$ cat config.mk
export PLATFORM = sky130hd
export DESIGN_NAME = issue_buffer
export DESIGN_NICKNAME = d
export VERILOG_FILES = /design/src/rtl/issue_buffer_pkg.sv /design/src/rtl/issue_buffer.sv
export SDC_FILE = /design/constraint.sdc
export NUM_CORES = 1
export LEC_CHECK = 0
export CORE_MARGIN = 4
export CORE_UTILIZATION = 59
export DETAILED_ROUTE_END_ITERATION = 6
export GPL_ROUTABILITY_DRIVEN = 0
export HOLD_SLACK_MARGIN = 0.08
export PLACE_DENSITY_LB_ADDON = 0.2
export SLEW_MARGIN = 25
export SYNTH_ARGS = -nofsm -noshare
export SYNTH_HDL_FRONTEND = slang
export SYNTH_SLANG_ARGS = --single-unit
$ cat constraint.sdc
create_clock -name clk -period 7.4 [get_ports clk]
set_input_delay 1.48 -clock clk [delete_from_list [all_inputs] [get_ports clk]]
set_output_delay 1.48 -clock clk [all_outputs]
set_load 0.02 [all_outputs]
$ cat src/rtl/issue_buffer_pkg.sv
// Shared types for the fetch-to-decode issue buffer.
package issue_buffer_pkg;

    typedef logic [31:0] Word_t;
    typedef logic        Bit_t;

    // One fetched instruction as seen by decode.
    typedef struct packed {
        Word_t pc;
        Word_t inst;
        Bit_t  fetch_exc;
    } IssueEntry_t;

    localparam int ISSUE_BUF_DEPTH = 8;

endpackage

$ cat src/rtl/issue_buffer.sv
// Dual-port ring buffer between instruction fetch and dual-issue decode.
// Fetch pushes one or two words per cycle; decode sees the two oldest
// entries as slots A/B and frees one or two per cycle. A redirect flush
// empties the buffer so no wrong-path instruction survives.
module issue_buffer
    import issue_buffer_pkg::*;
#(
    parameter  int DEPTH  = ISSUE_BUF_DEPTH,
    localparam int ADDR_W = $clog2(DEPTH)
) (
    input  logic              clk,
    input  logic              rst,
    input  logic              flush,
    input  logic              in_valid0,
    input  logic              in_valid1,
    input  IssueEntry_t       in_entry0,
    input  IssueEntry_t       in_entry1,
    output logic              in_ready,
    output logic              out_valid_a,
    output logic              out_valid_b,
    output IssueEntry_t       out_entry_a,
    output IssueEntry_t       out_entry_b,
    input  logic              pop_a,
    input  logic              pop_b,
    output logic [ADDR_W:0]   occupancy
);

    localparam int OCC_W = ADDR_W + 1;

    IssueEntry_t       mem_q [DEPTH];
    logic [ADDR_W-1:0] head_q, head_d;
    logic [ADDR_W-1:0] tail_q, tail_d;
    logic [OCC_W-1:0]  occ_q, occ_d;

    logic              push_ok;
    logic [OCC_W-1:0]  n_push;
    logic [OCC_W-1:0]  n_pop;
    logic [ADDR_W-1:0] head_p1;
    logic [ADDR_W-1:0] tail_p1;

    assign head_p1 = head_q + ADDR_W'(1);
    assign tail_p1 = tail_q + ADDR_W'(1);

    // Two free slots are always reserved so a pair push can never overflow;
    // ready comes only from registered state, with no path from pop.
    assign in_ready    = (occ_q <= OCC_W'(DEPTH - 2));
    assign out_valid_a = (occ_q >= OCC_W'(1));
    assign out_valid_b = (occ_q >= OCC_W'(2));
    assign occupancy   = occ_q;

    assign out_entry_a = out_valid_a ? mem_q[head_q]  : '0;
    assign out_entry_b = out_valid_b ? mem_q[head_p1] : '0;

    // Push acceptance: word 1 only rides along with word 0.
    always_comb begin
        push_ok = in_ready & in_valid0 & ~flush;
        n_push  = '0;
        if (push_ok) begin
            n_push = in_valid1 ? OCC_W'(2) : OCC_W'(1);
        end
    end

    // Decode pairing outcome: slot B frees only alongside slot A, and a
    // pop of an empty slot counts for nothing.
    always_comb begin
        n_pop = '0;
        if (pop_a && out_valid_a) begin
            n_pop = (pop_b && out_valid_b) ? OCC_W'(2) : OCC_W'(1);
        end
    end

    // Next pointers and count; flush empties everything and wins over push/pop.
    always_comb begin
        head_d = head_q + ADDR_W'(n_pop);
        tail_d = tail_q + ADDR_W'(n_push);
        occ_d  = occ_q + n_push - n_pop;
        if (flush) begin
            head_d = '0;
            tail_d = '0;
            occ_d  = '0;
        end
    end

    // Pointer/count registers; reset outranks flush.
    always_ff @(posedge clk) begin
        if (rst) begin
            head_q <= '0;
            tail_q <= '0;
            occ_q  <= '0;
        end else begin
            head_q <= head_d;
            tail_q <= tail_d;
            occ_q  <= occ_d;
        end
    end

    // Entry storage; validity lives in the count, so no reset is needed here.
    always_ff @(posedge clk) begin
        if (!rst && push_ok) begin
            mem_q[tail_q] <= in_entry0;
            if (in_valid1) begin
                mem_q[tail_p1] <= in_entry1;
            end
        end
    end

    // Decode must never pop a slot that does not hold an instruction.
    popAValid: assert property (@(posedge clk) disable iff (rst || flush)
                                !(pop_a && !out_valid_a));
    popBValid: assert property (@(posedge clk) disable iff (rst || flush)
                                !(pop_a && pop_b && !out_valid_b));

endmodule

* Word-level counts from Yosys, hierarchy flattened *
Memories as Yosys holds them, arrays and structs flattened. A register that Yosys moved wholly into a read port is not among the register bits.
Index checks and enable logic that the tools add are counted.
Widths: inputs -> output; s select.

storage, ports and cells
  register bits = 10
  RAM bits = 520
  bits of input ports = 137
  memories = 1

memories
  name   words  width  read ports  clocked after memory_dff  write ports  line                RTL
  mem_q  8      65     2           1                         2            issue_buffer.sv:30  IssueEntry_t mem_q [DEPTH];

cells by class
  $add $sub $neg = 6
  magnitude comparators = 3
  muxes and demuxes = 12
  bitwise logic cells = 3
  reduce and logical (&&, ||, !) cells = 5

operators by type and width
  kind                 count
  $mux 65              2
  $mux 2               4
  $add 3x1->3 const B  2
  $add 3x3->3          2
  $mux 1               5
  $add 4x4->4          1
  $ge 4x1->1 const B   1
  $ge 4x2->1 const B   1
  $le 4x3->1 const B   1
  $sub 4x4->4          1
  $logic_and 1x1->1    3
  $mux 3               1
  $and 1x1->1          2
  $reduce_or 2->1      1
  $logic_not 1->1      1
  $not 1->1            1

* Depth between registers and ports, before layout *
Gate-level depths: netlist (run 1).

  word-level depth = 6
  depth in mapped cells = 15
  gate-level depth less buffers = 14

* Worst setup path after synthesis (run 1) *
No wires, ideal clock.

  path type = in2reg
  start = in flush
  end = mem mem_q[6][0] (netlist bit), enable pin
  library setup time = 0.509 ns
  data arrival time = 5.329 ns
  data required time = 6.891 ns
  path slack = 1.561 ns
  stages = 4
  cell sequence = nand2b_1 > or3_4 > buf_6 > a21oi_1

RTL lines
  item             line                RTL
  start, declared  issue_buffer.sv:13  input logic flush,
  end, declared    issue_buffer.sv:30

==> results of run 1 <==
stage by stage:
| stage | std cells | hold slack (ns) | area, sq um | setup WS (ns) |
|---|---|---|---|---|
| after floorplan | 1895 | 0.5747 | 30890 | 1.561 |
| after global placement | 2731 | 0.6492 | 34050 | 2.223 |
| after detailed placement | 2733 | 0.6516 | 34110 | 2.270 |
| after CTS | 2835 | 0.6702 | 35760 | 1.609 |
| after global routing | 2846 | 0.7229 | 35790 | 1.522 |
| final | 2849 | 0.6787 | 35800 | 1.675 |
Yosys cell counts (2+ instances only):
cell      count
buf_2        72
ha_1         11
mux2_1      242
buf_6        17
buf_12        5
mux2i_1      65
a22oi_1       3
fa_1          4
xnor2_1       4
buf_1         7
mux2_2      278
a32oi_1       2
nand3_1       3
xor2_1        4
nor2_1       86
inv_1        13
dfxtp_1      10
nor3_1        2
edfxtp_1    520
nand2_1     137
a21oi_1      69
clkbuf_1     44
o21ai_0       2
mux4_2      260
buf_4         9
and2_1        7
nor2b_1       2
cell families (layout without fill, tap and decap cells):
group	Yosys count	count (layout)
and+or+nand+nor	251	251
buffers and inverters	167	427
adders and majority gates	15	15
muxes	845	845
AOI/OAI and AO/OA	79	79
DFF	530	530
xor gates and xnor gates	8	8
other	0	14
sequential cells by signal, indices dropped and copies added (netlist names):
signal / cells
mem_q: 520
tail_q: 3
occupancy: 4
head_q: 3
critical path: cells and delay by family (launching register included):
family / cells / cell delay, ns
adder cells (fa/ha/maj): 1 / 0.90
AND/OR/NAND/NOR: 1 / 0.06
AO/OA/AOI/OAI: 1 / 0.31
multiplexers: 1 / 0.27
flip-flops: 1 / 0.83
buffers and inverters: 2 / 1.22
worst paths after layout:
check | from | to | slack [ns] | cells after the start
hold reg to reg | tail_q[2] | tail_q[2] | 0.68 | 2
setup reg to reg | occupancy[3] | mem_q[0][31] | 3.80 | 7
hold / removal | tail_q[2] | tail_q[2] | 0.68 | 2
setup / recovery | head_q[1] | out_entry_b[1] | 1.68 | 6
where the power goes:
part | switching [mW] | leakage (nW) | internal [mW] | total (mW)
Clock | 1.17 | 0.810 | 1.45 | 2.62
Combinational | 1.93 | 5.57 | 1.48 | 3.41
Sequential | 0.0525 | 4.77 | 3.36 | 3.41
Total | 3.15 | 11.1 | 6.29 | 9.44
layout make-up:
class	count	area, sq um
Sequential cell	530	15830
Fill cell	3435	15810
Multi-Input combinational cell	1198	14270
Timing Repair Buffer	312	3110
Clock buffer	76	1508
Tap cell	680	850.8
Clock inverter	26	148.9
Inverter	13	48.80
Antenna cell	14	35.03
per-layer routing:
layer	global-route usage	wire, microns	up-vias
li1	-	-	8106
met1	0.4124	33440	10123
met2	0.5057	43270	922
met3	0.05707	7214	167
met4	0.1031	2493	12
met5	0.01212	78	-
==> metrics, run 1 <==
H-tree lvl count=2; vias in the first global route=20552; RSZ-0062 raised after global routing=no; adder-cell share of the synthesized area=0.007047; Num CTS Buffers=56; Unique masters post-synth=44; worst-margin pin slew=1.102 ns; outcome=finished, final reports clean; Fin Setup TNS=0 ns; Clk pin slew, worst setup/hold paths=0.06 ns; root buffer cell=clkbuf_16; Synth Area in Compound Gates=0.01369; share of the synthesized area in the top cell type=0.5054; Finished Core Util=0.6936; # rows=83; leakage=11.15 nW; drt via density=6.785; endpoints failing setup=0; wire per inst=30.36 microns; total clock sinks=530; simple-gate share of the synthesized area=0.03390; post-synthesis sequential area ratio=0.5119; layout cells sized above 1=0.3146; most frequent cells in the layout=edfxtp_1 (520), mux2_2 (278), clkdlybuf4s50_1 (273); antenna-violating nets left=0; PortBufs=273; Layout Skew=0.01710 ns; post-CTS sizing=0; crit path launch type=flop; Initial Utilization=0.5986; GR Overflow Total=0; Ports=274; Max Slew Vio Count=0; postcts setup bufs=0; Crit Path Max Fanout=61; Seq cells post-synth=530; Async S/R FF share, synth=0; Max-slew headroom=0.2655; top_reg_cell synth=edfxtp_1; Clk Latency, worst-skew pair=0.61 ns; Die Y=236.8 microns; Hold Path Class=flop to flop; Hold Violations, Final=0; first-pass GRT wire length=129200 microns; CTS Hold Bufs=0; first-pass detailed-route iteration total=5; Avg Cell Area, Syn=16.30 sq um; Max Fclk=0.1747 GHz; Worst Path Arrival=4.24 ns; total global-route track usage=0.3055; Residual DRC=0; Setup CP Type=flop to output port; syn_nets=2047; drt initial violations=1670; largest net degree at the start of global routing=127; Crit path required time=5.92 ns; Warnings, synthesis=0; vias=19330; commonest non-fill, non-tap cell in the layout=edfxtp_1; mapped cell area=30890 sq um; Final Total Pwr=9.441 mW; Layout Area Growth over Synthesis=15.88%; final net count=2263; clock tree buffer depth=3; PD cells=263.7 nW/um^2; slowest cell on the critical path=ha_4; Worst IR Drop VDD=0.0006335 V; mux cell area share after synthesis=0.4001; die width=236.8 microns; DRT Wirelength=86490 microns; Final HPWL DP=49410 microns; critical path's largest stage delay=0.90 ns; die area=56090 sq um; initial antenna violation count=20; CORE AREA=51610 sq um; Yosys top cell by area=edfxtp_1; largest family of logic cells by synthesized area=multiplexers; Worst setup EP type=output port; cell chain of the critical path=ha_4 -> buf_4 -> mux4_2 -> nand2_1 -> a21oi_1 -> clkdlybuf4s50_1; number of max-cap violations=0; Tmin final=5.725 ns; top cells by area, synth=edfxtp_1 (51%), mux4_2 (19%), mux2_2 (10%); Post-synth EDFFs=520; Post-Syn Instances=1895; CTS tree=yes; fin crit share=0.7736; xor and xnor area share after synthesis=0.002268
Note: power is estimated with default switching activity, not from simulation.
==> inputs of run 2 (changes only) <==
--- a/config.mk
+++ b/config.mk
@@ -6,7 +6,7 @@
 export NUM_CORES = 1
 export LEC_CHECK = 0
 export CORE_MARGIN = 4
-export CORE_UTILIZATION = 59
+export CORE_UTILIZATION = 53
 export DETAILED_ROUTE_END_ITERATION = 6
 export GPL_ROUTABILITY_DRIVEN = 0
 export HOLD_SLACK_MARGIN = 0.08
==> constraint.sdc (replaced) <==
create_clock -name clk -period 5.2 [get_ports clk]
set_input_delay 1.04 -clock clk [delete_from_list [all_inputs] [get_ports clk]]
set_output_delay 1.04 -clock clk [all_outputs]
set_load 0.02 [all_outputs]
==> run 2 against run 1 <==
Utilization is 6.5 points lower. Largest cell class unchanged. Final cell count is 3.3% higher. Count of clock-buffer cells in the layout stayed put.
==> metrics, run 2 (same netlist as run 1, synthesis figures left out) <==
Worst Setup SP=head_q[1]; fin crit share=0.8733; clock tree buffer depth=3; Num CTS Buffers=59; most frequent cells in the layout=edfxtp_1 (520), mux2_2 (278), clkdlybuf4s50_1 (273); Post-Place Cell Area=34360 sq um; final instance area=36270 sq um; first-pass detailed-route iteration total=5; Clk Latency, worst-skew pair=0.62 ns; PortBufs=273; Hold Violations, Final=0; Max Slew Vio Count=0; R2R Path Start=occupancy[2]; Place WS=1.233 ns; hold_ws=0.6826 ns; endpoints failing setup=0; leakage=11.31 nW; slack of the critical path=0.6588 ns; worst-margin pin slew=0.9719 ns; critical path's largest stage delay=0.69 ns; post-CTS sizing=0; layout cells sized above 1=0.3203; # rows=88; drt initial violations=1801; Buf/Inv on CP=2; WP depth=6; max FFs per register=520; GR Overflow Total=0; antenna-violating nets left=0; largest net degree at the start of global routing=150; die area=62220 sq um; commonest non-fill, non-tap cell in the layout=edfxtp_1; crit path to=out_entry_b[3]; postcts setup bufs=0; Setup CP Type=flop to output port; Max-slew headroom=0.3520; R2R depth=13; DRT Wirelength=86290 microns; cell chain of the critical path=ha_4 -> buf_4 -> mux4_2 -> nand2_1 -> a21oi_1 -> clkdlybuf4s50_1; Ports=274; Crit Path Max Fanout=22; PD cells=380.1 nW/um^2; Layout Skew=0.02214 ns; delay-heaviest family, CP=buffers and inverters; Layout Area Growth over Synthesis=17.41%; root buffer cell=clkbuf_16; Final HPWL DP=49070 microns; crit path launch type=flop; first-pass GRT wire length=130300 microns; Max Fclk=0.2202 GHz; Fin Setup TNS=0 ns; worst reg2reg endpoint=occupancy[2]; Clk pin slew, worst setup/hold paths=0.06 ns; wire per inst=29.33 microns; Initial Utilization=0.5355; outcome=finished, final reports clean; CORE AREA=57700 sq um; Filler cells=4235; die width=249.4 microns; Worst IR Drop VDD=0.0009423 V; Hold Path Class=flop to flop; total clock sinks=530; Worst setup EP type=output port; total global-route track usage=0.2756; area of the multi-input gates=14270 sq um; register with the most flip-flops=mem_q; final net count=2272; vias in the first global route=20504; vias=19098; Finished Core Util=0.6287; hold_sp=tail_q[1]; register area=15830 sq um; H-tree lvl count=2; initial antenna violation count=16; Die Y=249.4 microns; CTS tree=yes; Tmin final=4.541 ns; Residual DRC=0; slowest cell on the critical path=clkdlybuf4s50_1; Reg2Reg Setup Slack=1.61 ns; CTS Hold Bufs=0; Worst Path Arrival=3.50 ns; RSZ-0062 raised after global routing=no; drt via density=6.492; number of max-cap violations=0; Crit path required time=4.16 ns
==> run 2: metal layers <==
layer / wire length [microns] / global-route usage / up-vias / part of all wire
li1: - / - / 8132 / -
met1: 34780 / 0.3793 / 10042 / 0.40
met2: 43000 / 0.4608 / 768 / 0.50
met3: 6524 / 0.04908 / 140 / 0.076
met4: 1892 / 0.07188 / 16 / 0.022
met5: 96 / 0 / - / 0.0011
==> run 2: tightest hold or removal path, stage by stage (launching register included) <==
cell and delay, ns:
dfxtp_1 0.32, inv_1 0.11, fa_1 0.17, nor2_1 0.04
==> run 2: worst min-delay path by stage <==
stage	endpoint	cells past startpoint
after floorplan	head_q[0]	2
after global placement	tail_q[2]	2
after detailed placement	tail_q[2]	2
after CTS	tail_q[1]	3
after global routing	tail_q[1]	3
final	tail_q[1]	3
==> run 2: report_power, final <==
part / internal (mW) / leakage [nW] / switching (mW)
Combinational: 2.12 / 5.62 / 2.76
Sequential: 4.78 / 4.77 / 0.0481
Clock: 2.39 / 0.918 / 1.70
==> run 2: stage by stage <==
stage          instances  total power [mW]
2_1_floorplan       1895             7.551
3_3_place_gp        2823             9.742
3_5_place_dp        2823             9.792
4_1_cts             2931             13.87
5_1_grt             2940             14.30
6_report            2942             13.79
==> run 2: area by class of cell <==
type,count,area share
clock buffers,76,0.04391
repair buffers,318,0.09038
inverters,13,0.001345
clock inverters,32,0.007485
well taps,765,0.02639
flip-flops and latches,530,0.4363
diodes,10,0.0006899
multi-input cells,1198,0.3935
==> inputs of run 3 (changes only) <==
--- a/config.mk
+++ b/config.mk
@@ -5,8 +5,7 @@
 export SDC_FILE = /design/constraint.sdc
 export NUM_CORES = 1
 export LEC_CHECK = 0
-export CORE_MARGIN = 4
-export CORE_UTILIZATION = 53
+export CORE_UTILIZATION = 59
 export DETAILED_ROUTE_END_ITERATION = 6
 export GPL_ROUTABILITY_DRIVEN = 0
 export HOLD_SLACK_MARGIN = 0.08
==> constraint.sdc (replaced) <==
create_clock -name clk -period 5.1 [get_ports clk]
set_input_delay 1.02 -clock clk [delete_from_list [all_inputs] [get_ports clk]]
set_output_delay 1.02 -clock clk [all_outputs]
set_load 0.02 [all_outputs]
==> run 3 against run 2 <==
Critical path depth did not move. Count of clock-buffer cells in the layout down 8. Clock skew fell by 0.0066 ns. Utilization is 7.2 points higher. Flip-flop and latch count unchanged. Sequential power up 2%. First-iteration DRC count up 1.3%. Design area down 0.48%. Worst hold slack got worse by 0.0054 ns. Non-clock buffer count increased by 4. Register-to-register slack got worse by 0.18 ns. Critical endpoint is now out_entry_b[59]. Highest routed layer unchanged.
==> metrics, run 3 (same netlist as run 1, synthesis figures left out) <==
Final HPWL DP=47170 microns; GRT Max-Usage Layer=met2; Worst Path Arrival=3.48 ns; commonest non-fill, non-tap cell in the layout=edfxtp_1; slack of the critical path=0.5955 ns; max FFs per register=520; most frequent cells in the layout=edfxtp_1 (520), mux2_2 (278), clkdlybuf4s50_1 (273); Layout Skew=0.01556 ns; Die Y=230.8 microns; Post-Place Cells=2742; endpoints failing setup=0; vias=19462; first-pass GRT wire length=125300 microns; worst-margin pin slew=0.9855 ns; Filler cells=3450; Max Fclk=0.2220 GHz; critical path's largest stage delay=0.66 ns; post-CTS sizing=0; Clk Latency, worst-skew pair=0.61 ns; drt initial violations=1825; drt via density=6.826; number of max-cap violations=0; Hold Violations, Final=0; wire per inst=29.61 microns; R2R Path Start=occupancy[2]; Final Total Pwr=13.85 mW; PortBufs=273; largest net degree at the start of global routing=161; antenna-violating nets left=0; final net count=2273; Setup CP Type=flop to output port; CTS Hold Bufs=0; Layout Area Growth over Synthesis=16.84%; GR Overflow Total=0; CORE AREA=51510 sq um; first-pass detailed-route iteration total=5; crit-path most repeated cell=buf_4; Residual DRC=0; Hold Path Class=flop to flop; total clock sinks=530; Crit path required time=4.08 ns; vias in the first global route=20171; die width=230.8 microns; Initial Utilization=0.5998; PD cells=383.7 nW/um^2; Max Slew Vio Count=0; Worst IR Drop VDD=0.0009332 V; leakage=11.28 nW; worst reg2reg endpoint=occupancy[2]; Num CTS Buffers=56; cell chain of the critical path=buf_4 -> buf_4 -> mux4_2 -> nand2_1 -> a21oi_1 -> clkdlybuf4s50_1; clock tree buffer depth=3; # rows=83; initial antenna violation count=10; hold depth=2; met1 usage=0.4386; die area=53280 sq um; crit path to=out_entry_b[59]; layout cells sized above 1=0.3199; Tmin final=4.504 ns; H-tree lvl count=2; R2R depth=14; root buffer cell=clkbuf_16; Crit Path Max Fanout=45; Reg2Reg Setup Slack=1.43 ns; Final Non-Filler Cells=2851; slowest cell on the critical path=buf_4; register with the most flip-flops=mem_q; total global-route track usage=0.3200; Clk pin slew, worst setup/hold paths=0.06 ns; GR Util met3=0.05447; Max-slew headroom=0.3430; hold_ws=0.6772 ns; Fin Setup TNS=0 ns; fin crit share=0.8832; Worst Setup SP=head_q[0]; CTS tree=yes; postcts setup bufs=0; DRT Wirelength=84430 microns; Worst setup EP type=output port; GR Util met2=0.5190; Ports=274; Place WS=1.156 ns; crit path launch type=flop; outcome=finished, final reports clean; RSZ-0062 raised after global routing=no
-- run 3: layer usage --
| metal | share of wire | wire length [microns] |
|---|---|---|
| met5 | 0.00084 | 71 |
| met4 | 0.030 | 2569 |
| met3 | 0.089 | 7551 |
| met2 | 0.49 | 41490 |
| met1 | 0.39 | 32740 |
-- run 3: worst min-delay path by stage --
stage               from   endpoint
2_1_floorplan  head_q[0]  head_q[0]
3_3_place_gp   head_q[2]  head_q[2]
3_5_place_dp   tail_q[2]  tail_q[2]
4_1_cts        tail_q[2]  tail_q[2]
5_1_grt        head_q[2]  head_q[2]
6_report       head_q[2]  head_q[2]
-- run 3: metrics by stage --
step / utilization / cell area (sq um)
after detailed placement: 0.6665 / 34330
after global routing: 0.7007 / 36090
after CTS: 0.7000 / 36060
after global placement: 0.6665 / 34330
final: 0.7008 / 36100
after floorplan: - / 30890
-- run 3: worst max-delay path, delay by kind of cell (launching register included) --
family          cells  cell delay, ns
compound gates      1            0.10
buf+inv             3            1.65
flops               1            0.39
mux                 1            0.61
simple gates        1            0.11
-- run 3: report_power, final --
| group | internal [mW] | switching [mW] | leakage (nW) |
|---|---|---|---|
| clock | 2.23 | 1.70 | 0.848 |
| sequential | 4.87 | 0.0441 | 4.77 |
| combinational | 2.18 | 2.82 | 5.66 |
| total | 9.29 | 4.56 | 11.3 |
-- run 3: layout make-up --
type | count | area [sq um] | share of cell area
Clock inverter | 35 | 260.3 | 0.007210
Timing Repair Buffer | 322 | 3358 | 0.09303
Tap cell | 680 | 850.8 | 0.02357
Clock buffer | 68 | 1468 | 0.04066
Multi-Input combinational cell | 1198 | 14270 | 0.3954
Sequential cell | 530 | 15830 | 0.4384
Antenna cell | 5 | 12.51 | 0.0003466
Inverter | 13 | 48.80 | 0.001352
